--- src/rtl/fifo_rd_ctrl.sv ---
// Read-side controller for the single-clock FIFO: owns the read pointer and
// presents memory words first-word-fall-through through a 2-entry output buffer.
module fifo_rd_ctrl #(
  parameter int DATASIZE = 32,
  parameter int ADDRSIZE = 6
) (
  input  logic                rclk,
  input  logic                rrst,
  input  logic [ADDRSIZE:0]   wptr,
  input  logic [DATASIZE-1:0] mem_rdata,
  output logic [ADDRSIZE-1:0] raddr,
  output logic                rclken,
  output logic [ADDRSIZE:0]   rptr,
  output logic                rempty,
  output logic [ADDRSIZE:0]   rlevel,
  output logic [DATASIZE-1:0] out_data,
  output logic                out_valid,
  input  logic                out_ready,
  output logic                ovf_err
);

  localparam logic [ADDRSIZE:0] DEPTH = {1'b1, {ADDRSIZE{1'b0}}};

  logic [ADDRSIZE:0]   rptr_q, rptr_d;
  logic [1:0]          ocnt_q, ocnt_d;
  logic [DATASIZE-1:0] head_q, head_d;
  logic [DATASIZE-1:0] skid_q, skid_d;
  logic                out_valid_q, out_valid_d;
  logic                ovf_q, ovf_d;
  logic                pop, fetch;

  // Full (equal low bits, different wrap bit) is not empty, so compare all bits.
  assign rempty = rrst | (rptr_q == wptr);
  assign rlevel = wptr - rptr_q;
  assign pop    = out_valid_q & out_ready;
  assign fetch  = ~rempty & ~rrst & ((ocnt_q != 2'd2) | pop);

  assign raddr     = rptr_q[ADDRSIZE-1:0];
  assign rclken    = fetch;
  assign rptr      = rptr_q;
  assign out_data  = head_q;
  assign out_valid = out_valid_q;
  assign ovf_err   = ovf_q;

  always_comb begin
    rptr_d = rptr_q;
    head_d = head_q;
    skid_d = skid_q;
    ocnt_d = ocnt_q + {1'b0, fetch} - {1'b0, pop};
    ovf_d  = ovf_q | (rlevel > DEPTH);
    if (fetch) rptr_d = rptr_q + 1'b1;
    // Head always holds the oldest word; skid only ever holds the next one.
    if (fetch && !pop) begin
      if (ocnt_q == 2'd0) head_d = mem_rdata;
      else                skid_d = mem_rdata;
    end else if (pop && !fetch) begin
      head_d = skid_q;
    end else if (pop && fetch) begin
      if (ocnt_q == 2'd1) begin
        head_d = mem_rdata;
      end else begin
        head_d = skid_q;
        skid_d = mem_rdata;
      end
    end
    out_valid_d = (ocnt_d != 2'd0);
  end

  always_ff @(posedge rclk) begin
    if (rrst) begin
      rptr_q      <= '0;
      ocnt_q      <= '0;
      head_q      <= '0;
      skid_q      <= '0;
      out_valid_q <= 1'b0;
      ovf_q       <= 1'b0;
    end else begin
      rptr_q      <= rptr_d;
      ocnt_q      <= ocnt_d;
      head_q      <= head_d;
      skid_q      <= skid_d;
      out_valid_q <= out_valid_d;
      ovf_q       <= ovf_d;
    end
  end

endmodule

--- config.mk ---
export PLATFORM = sky130hd
export DESIGN_NAME = fifo_rd_ctrl
export DESIGN_NICKNAME = d
export VERILOG_FILES = /design/src/rtl/fifo_rd_ctrl.sv
export SDC_FILE = /design/constraint.sdc
export NUM_CORES = 1
export LEC_CHECK = 0
export ABC_AREA = 1
export CAP_MARGIN = 20
export CORE_ASPECT_RATIO = 1.4
export CORE_MARGIN = 2
export CORE_UTILIZATION = 45
export CTS_CLUSTER_DIAMETER = 30
export CTS_CLUSTER_SIZE = 20
export DETAILED_ROUTE_END_ITERATION = 8
export GPL_TIMING_DRIVEN = 1
export PLACE_DENSITY_LB_ADDON = 0.25
export SLEW_MARGIN = 25
export SYNTH_ARGS = -nofsm -noshare
export SYNTH_HDL_FRONTEND = slang
export SYNTH_SLANG_ARGS = --single-unit
--- constraint.sdc ---
create_clock -name rclk -period 2.2 [get_ports rclk]
set_input_delay 0.33 -clock rclk [delete_from_list [all_inputs] [get_ports rclk]]
set_output_delay 0.33 -clock rclk [all_outputs]
set_load 0.01 [all_outputs]
==> Yosys cells after proc, flatten, opt, wreduce, memory -nomap -nowiden <==
Index checks and enable logic that the tools add are counted.
{ "op_classes": {"addsub": 4, "n_lt_le_gt_ge": 1, "n_eq_ne": 7, "n_mux": 10, "n_bitwise": 8, "n_reduce_logical": 11} }
{ "ops": {"columns": ["operator", "count"], "rows": [
  ["32-bit 2-to-1 mux", 10],
  ["2-bit != test (second input constant)", 4],
  ["7-bit by 1-bit adder with 7-bit output (second input constant)", 1],
  ["7-bit == test", 1],
  ["7-bit > comparator (second input constant)", 1],
  ["7-bit subtractor", 1],
  ["4-bit AND reduction", 1],
  ["2-bit nonzero test", 2],
  ["1-bit AND", 3],
  ["1-bit logical AND", 3],
  ["1-bit bitwise OR", 3],
  ["3-bit nonzero test", 1],
  ["2-bit by 1-bit adder with 2-bit output", 1],
  ["2-bit by 1-bit == test with 1-bit output (second input constant)", 1],
  ["1-bit zero test", 2],
  ["2-bit zero test", 1],
  ["2-bit by 1-bit != test with 1-bit output (second input constant)", 1],
  ["1-bit inverter", 2],
  ["2-bit AND reduction", 1],
  ["2-bit by 1-bit subtractor with 2-bit output", 1]
]} }
{ "word_totals": {"regBits": 75, "in_bits": 42, "output_inout_bits": 56} }

==> Logic depth before layout (Yosys ltp) <==
Gate-level depths: netlist of run 1.
{ "depth": {"word_depth": 9, "depth_mapped": 13, "ltp_nobuf": 12} }

==> Worst setup path before layout of run 1 <==
OpenSTA, ideal clock, no wires.
{ "synth_path": {"path_kind": "register -> register", "start": "reg rptr_q[2], in the netlist rptr[2]", "end": "reg out_valid_q, in the netlist out_valid", "setup_ns": 0.070, "arrival_ns": 2.156, "path_slack_ns": -0.027, "stages_incl_launch_ff": 14, "n_path_buf": 2, "period_less_slack_ns": 2.227, "cell_sequence": "dfxtp_1 > inv_1 > ha_1 > nand2_1 > nor2_2 > nand3_4 > nand3_4 > inv_2 > buf_6 > buf_4 > ha_1 > xnor2_1 > inv_1 > a21oi_1"} }
{ "synth_via": {"elab_chain_cells": 8} }
{ "synth_lines": {"columns": ["item", "line_no", "source"], "rows": [
  ["start: declaration", "24", "logic [ADDRSIZE:0] rptr_q, rptr_d;"],
  ["start signal: assignment", "78", "rptr_q <= rptr_d;"],
  ["7-bit == test", "33", "assign rempty = rrst | (rptr_q == wptr);"],
  ["1-bit bitwise OR", "33", null],
  ["1-bit inverter", "36", "assign fetch = ~rempty & ~rrst & ((ocnt_q != 2'd2) | pop);"],
  ["1-bit AND (2 in a row)", "36", null],
  ["net rclken", "12", "output logic rclken,"],
  ["2-bit by 1-bit adder with 2-bit output", "49", "ocnt_d = ocnt_q + {1'b0, fetch} - {1'b0, pop};"],
  ["2-bit by 1-bit subtractor with 2-bit output", "49", null],
  ["2-bit nonzero test", "66", "out_valid_d = (ocnt_d != 2'd0);"],
  ["end signal: assignment", "82", "out_valid_q <= out_valid_d;"],
  ["end: declaration", "28", "logic out_valid_q, out_valid_d;"]
]} }
The timed path passes the listed nets, and every way through them passes these cells.
A chain may end at the register's enable or synchronous reset.

==> Worst setup path after layout of run 1 <==
{ "layout_path": {"start": "reg rptr_q[0], in the netlist rptr[0]", "end": "out rlevel[6]"} }
{ "layout_via": {"elab_chain_cells": 1} }
{ "layout_lines": {"columns": ["item", "line_no", "source"], "rows": [
  ["7-bit subtractor", "34", "assign rlevel = wptr - rptr_q;"],
  ["end: declaration", "15", "output logic [ADDRSIZE:0] rlevel,"]
]} }
No other way between the ends.

==> metrics, run 1 <==
detailed router's first-iteration violation count 215; H-tree Lvls 3; met2 WL ~5700 µm; cells after synthesis approximately 560; TritonCTS clock tree yes; status finished, final reports clean; CP startpoint kind flop; I/O pin count 98; Routed WL per cell 13.7 µm; placed cells 765; Mapped Avg Cell Area ~7 µm²; hold buffer count at cts 0; Final Critical Period 2.15 ns; Synth Cell Area 3920 µm²; row count 40; Buf+Inv Stages, Crit Path 2; family with the most delay on the worst path adder cells; Arrival @ worst endpoint 1.82 ns; final slew viol count 0; die height approximately 110 µm; Primary FF master, synth dfxtp_1; asr flop ratio synth 0; first-pass GRT wire length 17300 µm; nets 723; critical path fanouts, max 2; CP max stage cell fa_2; Clock Tree Root clkbuf_16; multi-input logic area between 1500 and 2000 µm²; final wirelength about 11000 µm; # diodes 0; area grow syn2layout 40.8%; Post-synth EDFFs 0; drc violations 0; Hold Violations, Final 0; Crit path top cell by count nand2_1; RSZ-0062 raised after global routing yes; Yosys reg bits 75; clock-pin transition on the worst setup and hold timing paths ~0.050 ns; Critical Path Max Stage Delay 0.37 ns; final setup violation count 0; Top Metal Used met4; Die X 82.9 µm; pwr/cell area 1180 nW/µm²; gp weighted congestion between 0.8 and 0.9; via count 4027; Critical Setup Path Class flop to output pin; DR pass1 iterations 4; antenna-violating nets left 0; core area about 8500 µm²; register area approximately 1500 µm²; Slew @ Worst Pin 0.414 ns; worst-path cell chain ha_4 -> inv_2 -> fa_2 -> nand3_2 -> nand2_2 -> nand2_1 -> nand2_1 -> xor2_1 -> buf_2; metal3 WL 392 µm; largest net degree at the start of global routing 39; required time worst endpoint ~1.9 ns; drt via density slightly above 5; final worst-path cycle share 0.979; Met1 Routed Length ~4500 µm; post-synth cell types 26; total power 6510 µW; Seq/Total Area, Yosys 0.383; HPWL after detailed placement 7420 µm; fmax 464 MHz; worst vdd ir 0.000701 V; CP Capture Type output pin; Clock Skew 0.00575 ns; I/O Buffers just under 100; Worst-Skew Late Latency 0.33 ns; yosys warns 0; Min-Delay Path Class flop to flop; Setup TNS Final 0 ns; Die ar. 9490 µm²; max cap viols 0; clock sink count 75; via count of the first global-routing pass 3819; Initial Utilization 0.461; Mapped Nets roughly 600; Rel. slew slack 0.724; Leakage 0.00261 µW; Overflow after GRT 0; clk buf depth 2; non-filler cells in the finished layout 781; CTS buffer count 9; fraction of layout cells with a size suffix above 1 0.130; Fillers 771; initial antenna violation count 0; All-Layer GR Usage 0.221
-- report_power, final --
part           internal (µW)  switching (µW)  leakage [µW]
Sequential              1720             188      0.000618
Combinational           1530            1740       0.00185
Clock                    822             519      0.000137
-- synthesized netlist by cell type (2+ instances only) --
master / count / area [µm²]
o21ai_1: 28 / 140
xnor2_1: 2 / 17.5
nand2_2: 5 / 31.3
a21oi_1: 44 / 220
dfxtp_1: 75 / 1500
buf_6: 8 / 90.1
nor3_1: 4 / 20.0
ha_1: 9 / 113
nand2_1: 98 / 368
nor2_1: 8 / 30.0
clkbuf_1: 7 / 26.3
nand3_1: 135 / 676
buf_4: 15 / 113
inv_1: 87 / 327
nand3_4: 2 / 35.0
o21ai_0: 9 / 45.0
inv_2: 2 / 7.51
buf_2: 12 / 60.1
xor2_1: 5 / 43.8
-- path summary, 6_finish.rpt --
check | startpoint | to | slack (ns) | depth (start not counted)
hold reg to reg | skid_q[16] | skid_q[16] | 0.46 | 2
setup / recovery | rptr[0] | rlevel[6] | 0.05 | 9
hold / removal | skid_q[16] | skid_q[16] | 0.46 | 2
setup reg to reg | rptr[1] | skid_q[0] | 0.17 | 13
-- routing by layer --
metal  vias to the layer above  GRT usage
met5                         -          0
met4                         0     0.0754
met3                        11     0.0346
met2                        96      0.417
met1                      1897      0.252
li1                       2023          -
-- worst min-delay path: cells and delay by family, from the launching register on --
kind	cells	cell delay (ns)
AND/OR/NAND/NOR	1	0.06
flip-flops	1	0.30
AO/OA/AOI/OAI	1	0.05
-- kinds of logic after synthesis --
| kind of cell | Yosys count | synth area share |
|---|---|---|
| xor gates and xnor gates | 7 | 0.0156 |
| adders and majority gates | 10 | 0.0338 |
| and+or+nand+nor | 257 | 0.305 |
| AOI/OAI and AO/OA | 81 | 0.103 |
| DFF | 75 | 0.383 |
| buffers and inverters | 132 | 0.160 |
-- flip-flops by register name, indices dropped and copies added (netlist names) --
name / count
out_data: 32
skid_q: 32
rptr: 7
ocnt_q: 2
out_valid: 1
ovf_err: 1
-- area by class of cell --
| class | instances | area share |
|---|---|---|
| clock buffers | 14 | 0.0478 |
| repair buffers | 141 | 0.253 |
| inverters | 89 | 0.0605 |
| well taps | 105 | 0.0238 |
| flip-flops and latches | 75 | 0.272 |
| clock inverters | 2 | 0.00181 |
| multi-input cells | 355 | 0.340 |
-- placed cells by master, fill, tap and decap left out, types with 2 or more instances in the layout --
cell / n
nand3_2: 2
nand3_1: 134
clkbuf_16: 9
dlygate4sd2_1: 5
nor2_1: 8
o21ai_0: 9
clkinv_2: 2
a21oi_1: 43
dfxtp_2: 3
o21ai_1: 28
buf_12: 9
clkbuf_1: 3
nand2_1: 96
nand2_2: 7
buf_2: 3
xor2_1: 5
nor3_1: 4
nand3_4: 2
buf_4: 35
ha_1: 4
ha_4: 5
inv_2: 5
clkdlybuf4s50_1: 84
clkdlybuf4s15_1: 2
xnor2_1: 2
dlymetal6s2s_1: 3
dfxtp_1: 72
inv_1: 84
clkbuf_8: 2
-- metrics by stage --
stage / hold WS (ns) / util / instance area (µm²) / worst slack [ns]
after floorplan: 0.440 / - / 3930 / 0.0472
after global placement: 0.440 / 0.608 / 5170 / -0.506
after detailed placement: 0.452 / 0.608 / 5170 / -0.526
after CTS: 0.460 / 0.643 / 5470 / -0.0589
after global routing: 0.475 / 0.649 / 5520 / -0.0419
final: 0.461 / 0.649 / 5520 / 0.0467
-- timing repair --
item,CTS,global route
resized for setup,21,15
pin swaps,1,7
endpoints found under the hold margin,0,0
setup endpoints to repair,8,48
setup buffers,0,0
(Power assumes the default switching activity.)
==> run 2, diff against run 1 <==
--- a/config.mk
+++ b/config.mk
@@ -6,7 +6,7 @@
 export NUM_CORES = 1
 export LEC_CHECK = 0
 export ABC_AREA = 1
-export CAP_MARGIN = 20
+export CAP_MARGIN = 15
 export CORE_ASPECT_RATIO = 1.4
 export CORE_MARGIN = 2
 export CORE_UTILIZATION = 45
@@ -15,6 +15,7 @@
 export DETAILED_ROUTE_END_ITERATION = 8
 export GPL_TIMING_DRIVEN = 1
 export PLACE_DENSITY_LB_ADDON = 0.25
+export REMOVE_ABC_BUFFERS = 1
 export SLEW_MARGIN = 25
 export SYNTH_ARGS = -nofsm -noshare
 export SYNTH_HDL_FRONTEND = slang
==> metrics, run 2 (same netlist as run 1, synthesis figures left out) <==
status finished, final reports clean; Clock Skew 0.00598 ns (+0.000224 ns); Final Critical Period 2.15 ns (-0.00635 ns); worst reg-to-reg path cell count 13 (unchanged); Crit path top cell by count nand3_4; Initial Utilization 0.461 (unchanged); max cap viols 0 (unchanged); row count 40 (unchanged); fmax 466 MHz (+0.30%); Leakage 0.00257 µW (-1.4%); detailed router's first-iteration violation count 327 (+52%); Post CTS Setup Buffer Count 0 (unchanged); H-tree Lvls 3 (unchanged); met3 Usage GRT 0.0411 (+0.00649); hold buffer count at cts 0 (unchanged); antenna-violating nets left 0 (unchanged); most frequent cells in the layout 134 x nand3_1, 97 x nand2_1, 84 x inv_1, 84 x clkdlybuf4s50_1, 73 x dfxtp_1; worst vdd ir 0.000738 V (+5.3%); Slew @ Worst Pin 0.417 ns (+0.00307 ns); # diodes 0 (unchanged); Die X 82.9 µm (unchanged); Die ar. 9490 µm² (unchanged); TritonCTS clock tree yes; core area 8510 µm² (unchanged); clock-pin transition on the worst setup and hold timing paths 0.06 ns (about the same); DR pass1 iterations 6 (+2); Routed WL per cell 13.8 µm (+0.49%); Clock Tree Root clkbuf_16; register area 1500 µm² (about the same); pre-CTS worst setup slack -0.522 ns (+0.00400 ns); drt via density 5.25 (+1.8%); Hold Violations, Final 0 (unchanged); non-filler cells in the finished layout 775 (-0.77%); total power 6540 µW (+0.55%); All-Layer GR Usage 0.227 (+0.00582); I/O pin count 98 (unchanged); Critical Setup Path Class flop to output pin; Net Switching 2460 µW (+0.67%); final worst-path cycle share 0.976 (-0.00289); clk buf depth 2 (unchanged); final setup violation count 0 (unchanged); sequential group share of total power 0.291 (-0.002); Critical Path Max Stage Delay 0.33 ns (-0.04 ns); final slew viol count 0 (unchanged); Fillers 743 (-3.6%); net switching fraction of the power 0.376 (+0.000470); Min-Delay Path Class flop to flop; via count of the first global-routing pass 4125 (+8.0%); gp weighted congestion 0.864 (+0.58%); Critical Path End rclken; final core occ 0.643 (-0.00588); reg2reg setup slack 0.13 ns (-0.04 ns); Worst Setup SP rptr[3]; Setup TNS Final 0 ns (unchanged); clock sink count 75 (unchanged); fraction of layout cells with a size suffix above 1 0.122 (-0.00779); Worst-Skew Late Latency 0.33 ns (about the same); die height 114 µm (unchanged); most common cell after layout, fill and taps aside nand3_1; CP Capture Type output pin; HPWL after detailed placement 7420 µm (about the same); area grow syn2layout 39.5%; Internal 4080 µW (+0.47%); Reg-to-Reg End skid_q[1]; required time worst endpoint 1.87 ns (about the same); RSZ-0062 raised after global routing yes; multi-input logic area 1860 µm² (-0.80%); nets 717 (-0.83%); worst flop-to-flop path startpoint rptr[3]; gr busiest metal met2; final wirelength 10700 µm (-0.28%); critical path fanouts, max 5 (+3); initial antenna violation count 0 (unchanged); largest net degree at the start of global routing 39 (unchanged); pwr/cell area 1200 nW/µm² (+1.5%); placed cells 759 (-0.78%); Arrival @ worst endpoint 1.82 ns (about the same); met1 Resource Use GR 0.251 (-0.00123); met2 Use GR 0.422 (+0.00484); worst-path cell chain inv_1 -> ha_4 -> nand2_1 -> nor2_4 -> nand3_4 -> nand3_4 -> inv_4 -> dlygate4sd2_1; via count 4067 (+0.99%); CTS buffer count 9 (unchanged); CP startpoint kind flop; combinational fraction of design power 0.485 (-0.016); Rel. slew slack 0.722 (-0.00205); first-pass GRT wire length 17900 µm (+3.5%); Clk pwr share 0.224 (+0.018); Overflow after GRT 0 (unchanged); I/O Buffers 97 (unchanged); drc violations 0 (unchanged); final setup margin 0.0530 ns (+0.00635 ns); CP max stage cell dfxtp_1
## run 2: worst min-delay path by stage
stage,slack [ns],endpoint,depth (start not counted),from
final,0.45,ovf_err,2,ovf_err
after global routing,0.48,ovf_err,2,ovf_err
after CTS,0.45,ovf_err,2,ovf_err
after detailed placement,0.44,ovf_err,2,ovf_err
after global placement,0.44,ovf_err,2,ovf_err
after floorplan,0.40,out_valid,1,rrst
## run 2: final cells by class
| class | count | area share |
|---|---|---|
| Clock buffer | 12 | 0.0450 |
| Sequential cell | 75 | 0.275 |
| Inverter | 89 | 0.0615 |
| Clock inverter | 4 | 0.00914 |
| Tap cell | 105 | 0.0240 |
| Multi-Input combinational cell | 355 | 0.341 |
| Timing Repair Buffer | 135 | 0.245 |
## run 2: timing repair
action / CTS / global route
pin swaps: 3 / 5
gates resized for setup: 24 / 14
setup endpoints to repair: 8 / 46
## run 2: power groups by stage
| stage | clock network (µW) | logic [µW] | registers, µW |
|---|---|---|---|
| 2_1_floorplan | 0 | 1490 | 2020 |
| 3_3_place_gp | 0 | 3110 | 1910 |
| 3_5_place_dp | 0 | 3160 | 1920 |
| 4_1_cts | 1490 | 3160 | 1900 |
| 5_1_grt | 1550 | 3500 | 1950 |
| 6_report | 1470 | 3170 | 1900 |
## run 2: routing by layer
metal | vias up | wire length, µm
met5 | - | 0
met4 | 0 | 274
met3 | 23 | 566
met2 | 149 | 5620
met1 | 1884 | 4220
li1 | 2011 | -
## run 2: critical path, delay by kind of cell (launching register included)
family                   cells  cell delay (ns)
flip-flops                   1             0.33
adder cells (fa/ha/maj)      1             0.30
buffers and inverters        3             0.44
AND/OR/NAND/NOR              4             0.42
## run 2: per-stage QoR
step           cell area [µm²]  hold WS, ns
6_report                  5470        0.446
3_3_place_gp              5130        0.440
2_1_floorplan             3630        0.399
5_1_grt                   5470        0.478
4_1_cts                   5450        0.450
3_5_place_dp              5130        0.441
==> run 3, diff against run 2 <==
--- a/config.mk
+++ b/config.mk
@@ -5,17 +5,17 @@
 export SDC_FILE = /design/constraint.sdc
 export NUM_CORES = 1
 export LEC_CHECK = 0
-export ABC_AREA = 1
 export CAP_MARGIN = 15
 export CORE_ASPECT_RATIO = 1.4
 export CORE_MARGIN = 2
-export CORE_UTILIZATION = 45
+export CORE_UTILIZATION = 47
 export CTS_CLUSTER_DIAMETER = 30
 export CTS_CLUSTER_SIZE = 20
 export DETAILED_ROUTE_END_ITERATION = 8
 export GPL_TIMING_DRIVEN = 1
 export PLACE_DENSITY_LB_ADDON = 0.25
 export REMOVE_ABC_BUFFERS = 1
+export SETUP_SLACK_MARGIN = 0.3
 export SLEW_MARGIN = 25
 export SYNTH_ARGS = -nofsm -noshare
 export SYNTH_HDL_FRONTEND = slang
==> constraint.sdc (replaced) <==
create_clock -name rclk -period 2.4 [get_ports rclk]
set_input_delay 0.36 -clock rclk [delete_from_list [all_inputs] [get_ports rclk]]
set_output_delay 0.36 -clock rclk [all_outputs]
set_load 0.01 [all_outputs]
==> metrics, run 3 <==
# diodes 0 (unchanged); Worst Hold End out_data[31]; Internal 4060 µW (-0.64%); register area 1510 µm² (+0.17%); most common cell after layout, fill and taps aside clkdlybuf4s50_1; Arrival @ worst endpoint 2.67 ns (+0.85 ns); most frequent cells after synthesis 75 x dfxtp_1, 68 x nand2_1, 44 x nor2_1; Hold Startpoint out_data[31]; I/O Buffers 97 (unchanged); cells after synthesis 398 (-29%); hold slack 0.465 ns (+0.0189 ns); max cap viols 0 (unchanged); largest net degree at the start of global routing 44 (+13%); Crit path top cell by count buf_6; asr flop ratio synth 0 (unchanged); Leakage 0.00233 µW (-9.3%); final slew viol count 0 (unchanged); I/O pin count 98 (unchanged); clk buf depth 2 (unchanged); TritonCTS clock tree yes; H-tree Lvls 3 (unchanged); pwr/cell area 1060 nW/µm² (-11%); Yosys reg bits 75 (unchanged); worst vdd ir 0.000697 V (-5.5%); first-pass GRT wire length 17900 µm (+0.27%); CP startpoint kind flop; Min-Delay Path Class flop to flop; Clock Skew 0.00656 ns (+0.000587 ns); Worst Setup SP rptr[1]; required time worst endpoint 2.60 ns (+0.73 ns); HPWL after detailed placement 6580 µm (-11%); Primary FF master, synth dfxtp_1; Worst-Skew Late Latency 0.34 ns (about the same); failing checks setup timing; Initial Utilization 0.477 (+0.0154); Post-synth EDFFs 0 (unchanged); Critical Setup Path Class flop to flop; Fillers 493 (-34%); Net Switching 2260 µW (-7.9%); die height 108 µm (-5.4%); drt via density 5.63 (+7.3%); Synth Cell Area 3650 µm² (-7.0%); core area 7650 µm² (-10%); gp weighted congestion 0.895 (+3.6%); Critical Path Max Stage Delay 0.51 ns (+0.18 ns); Rel. slew slack 0.623 (-0.0992); clock-pin transition on the worst setup and hold timing paths 0.08 ns (+0.02 ns); Overflow after GRT 0 (unchanged); status finished, violations left; WHS Path Cells 2 (unchanged); Design Area, Final 5960 µm² (+8.8%); pre-CTS worst setup slack -0.606 ns (-0.0843 ns); All-Layer GR Usage 0.269 (+0.0425); CP max stage cell or4b_4; Die ar. 8490 µm² (-11%); reg2reg setup slack -0.07 ns (-0.20 ns); worst reg-to-reg path cell count 9 (-4); final worst-path cycle share 1.03; Clk pwr share 0.173 (-0.051); Hold Violations, Final 0 (unchanged); yosys warns 0 (unchanged); biggest area consumer among synthesized cells dfxtp_1; synth top area cells dfxtp_1 41%, o211ai_2 10%, mux2i_1 8.8%; CTS buffer count 9 (unchanged); total power 6320 µW (-3.4%); most frequent cells in the layout 83 x clkdlybuf4s50_1, 71 x dfxtp_1, 67 x nand2_1, 43 x nor2_1, 35 x buf_4; Mapped Avg Cell Area 9.17 µm² (+31%); Slew @ Worst Pin 0.565 ns (+0.148 ns); via count 3649 (-10%); RSZ-0062 raised after global routing yes; drc violations 0 (unchanged); worst-path cell chain inv_4 -> buf_6 -> fa_2 -> buf_6 -> xor2_4 -> nor3_2 -> or4b_4 -> a2111oi_4 -> a211oi_1; final setup violation count 3 (+3); Routed WL per cell 18.4 µm (+33%); Reg-to-Reg End ovf_err; detailed router's first-iteration violation count 156 (-52%); clock sink count 75 (unchanged); Final Critical Period ~2.5 ns; fmax 405 MHz; Die X 78.5 µm (-5.4%); net switching fraction of the power 0.358 (-0.0177); final setup margin -0.0693 ns (-0.122 ns); initial antenna violation count 0 (unchanged); worst flop-to-flop path startpoint rptr[1]; most common cell in the netlist dfxtp_1; Seq/Total Area, Yosys 0.412 (+0.0289); fraction of layout cells with a size suffix above 1 0.319 (+0.197); post-synth top area share 0.412 (+0.0289); critical path fanouts, max 3 (-2); Clock Tree Root clkbuf_8; antenna-violating nets left 0 (unchanged); hold buffer count at cts 0 (unchanged); final wirelength 11900 µm (+11%); nets 595 (-17%); post-synth cell types 44 (+69%); combinational fraction of design power 0.551 (+0.066); multi-input logic area 2210 µm² (+19%); sequential group share of total power 0.276 (-0.015); dpl cell area 4860 µm² (-5.1%); area grow syn2layout 63.3%; CP Capture Type flop; DR pass1 iterations 4 (-2); via count of the first global-routing pass 3723 (-9.7%); row count 38 (-5.0%)
-- run 3: cell families (layout without fill, tap and decap cells) --
logic type,count (synthesis),count (layout),synth area share
xor+xnor,12,12,0.0309
fa+ha+maj,10,10,0.0364
mux,32,32,0.0878
compound gates,54,54,0.158
flops,75,75,0.412
buf+inv,50,200,0.0693
simple gates,165,165,0.206
-- run 3: how the worst max path moves through the flow --
stage	end	cells past startpoint
3_5_place_dp	ovf_err	10
5_1_grt	ovf_err	9
2_1_floorplan	out_data[23]	7
4_1_cts	rlevel[6]	9
3_3_place_gp	rlevel[6]	11
6_report	ovf_err	9
-- run 3: power groups by stage --
stage / clock network [µW] / logic (µW) / registers [µW]
after CTS: 1100 / 3260 / 1730
after floorplan: 0 / 1110 / 1830
final: 1090 / 3480 / 1750
after detailed placement: 0 / 2430 / 1740
after global placement: 0 / 2380 / 1730
after global routing: 1160 / 3660 / 1770
-- run 3: layout make-up --
type                    count  share of cell area
clock buffers              10              0.0231
well taps                 100              0.0210
clock inverters             6              0.0149
flip-flops and latches     75               0.253
multi-input cells         273               0.371
repair buffers            170               0.308
inverters                  14             0.00924
-- run 3: repair_timing --
item                       in CTS  in global routing
pin swaps                      62                 28
setup buffers                  29                  3
setup endpoints to repair      76                 79
gates cloned                    7                  1
gates resized for setup       109                 31
-- run 3: worst max-delay path, delay by kind of cell (launching register included) --
family | cells | cell delay [ns]
compound gates | 2 | 0.45
xor+xnor | 1 | 0.15
fa+ha+maj | 1 | 0.41
buf+inv | 3 | 0.31
flops | 1 | 0.36
simple gates | 2 | 0.65
-- run 3: layer usage --
metal,global-route usage,wire length (µm),part of all wire,vias to the layer above
met2,0.514,6470,0.54,157
li1,-,-,-,1674
met4,0.104,327,0.027,0
met5,0,0,0,-
met1,0.297,4570,0.38,1789
met3,0.0409,536,0.045,29
-- run 3: per-stage QoR --
stage / utilization / std cells / TNS, ns
2_1_floorplan: - / 362 / -75.53
3_3_place_gp: 0.636 / 592 / -15.96
3_5_place_dp: 0.636 / 592 / -19.04
4_1_cts: 0.752 / 644 / -0.0512
5_1_grt: 0.778 / 648 / -0.856
6_report: 0.778 / 648 / -0.153
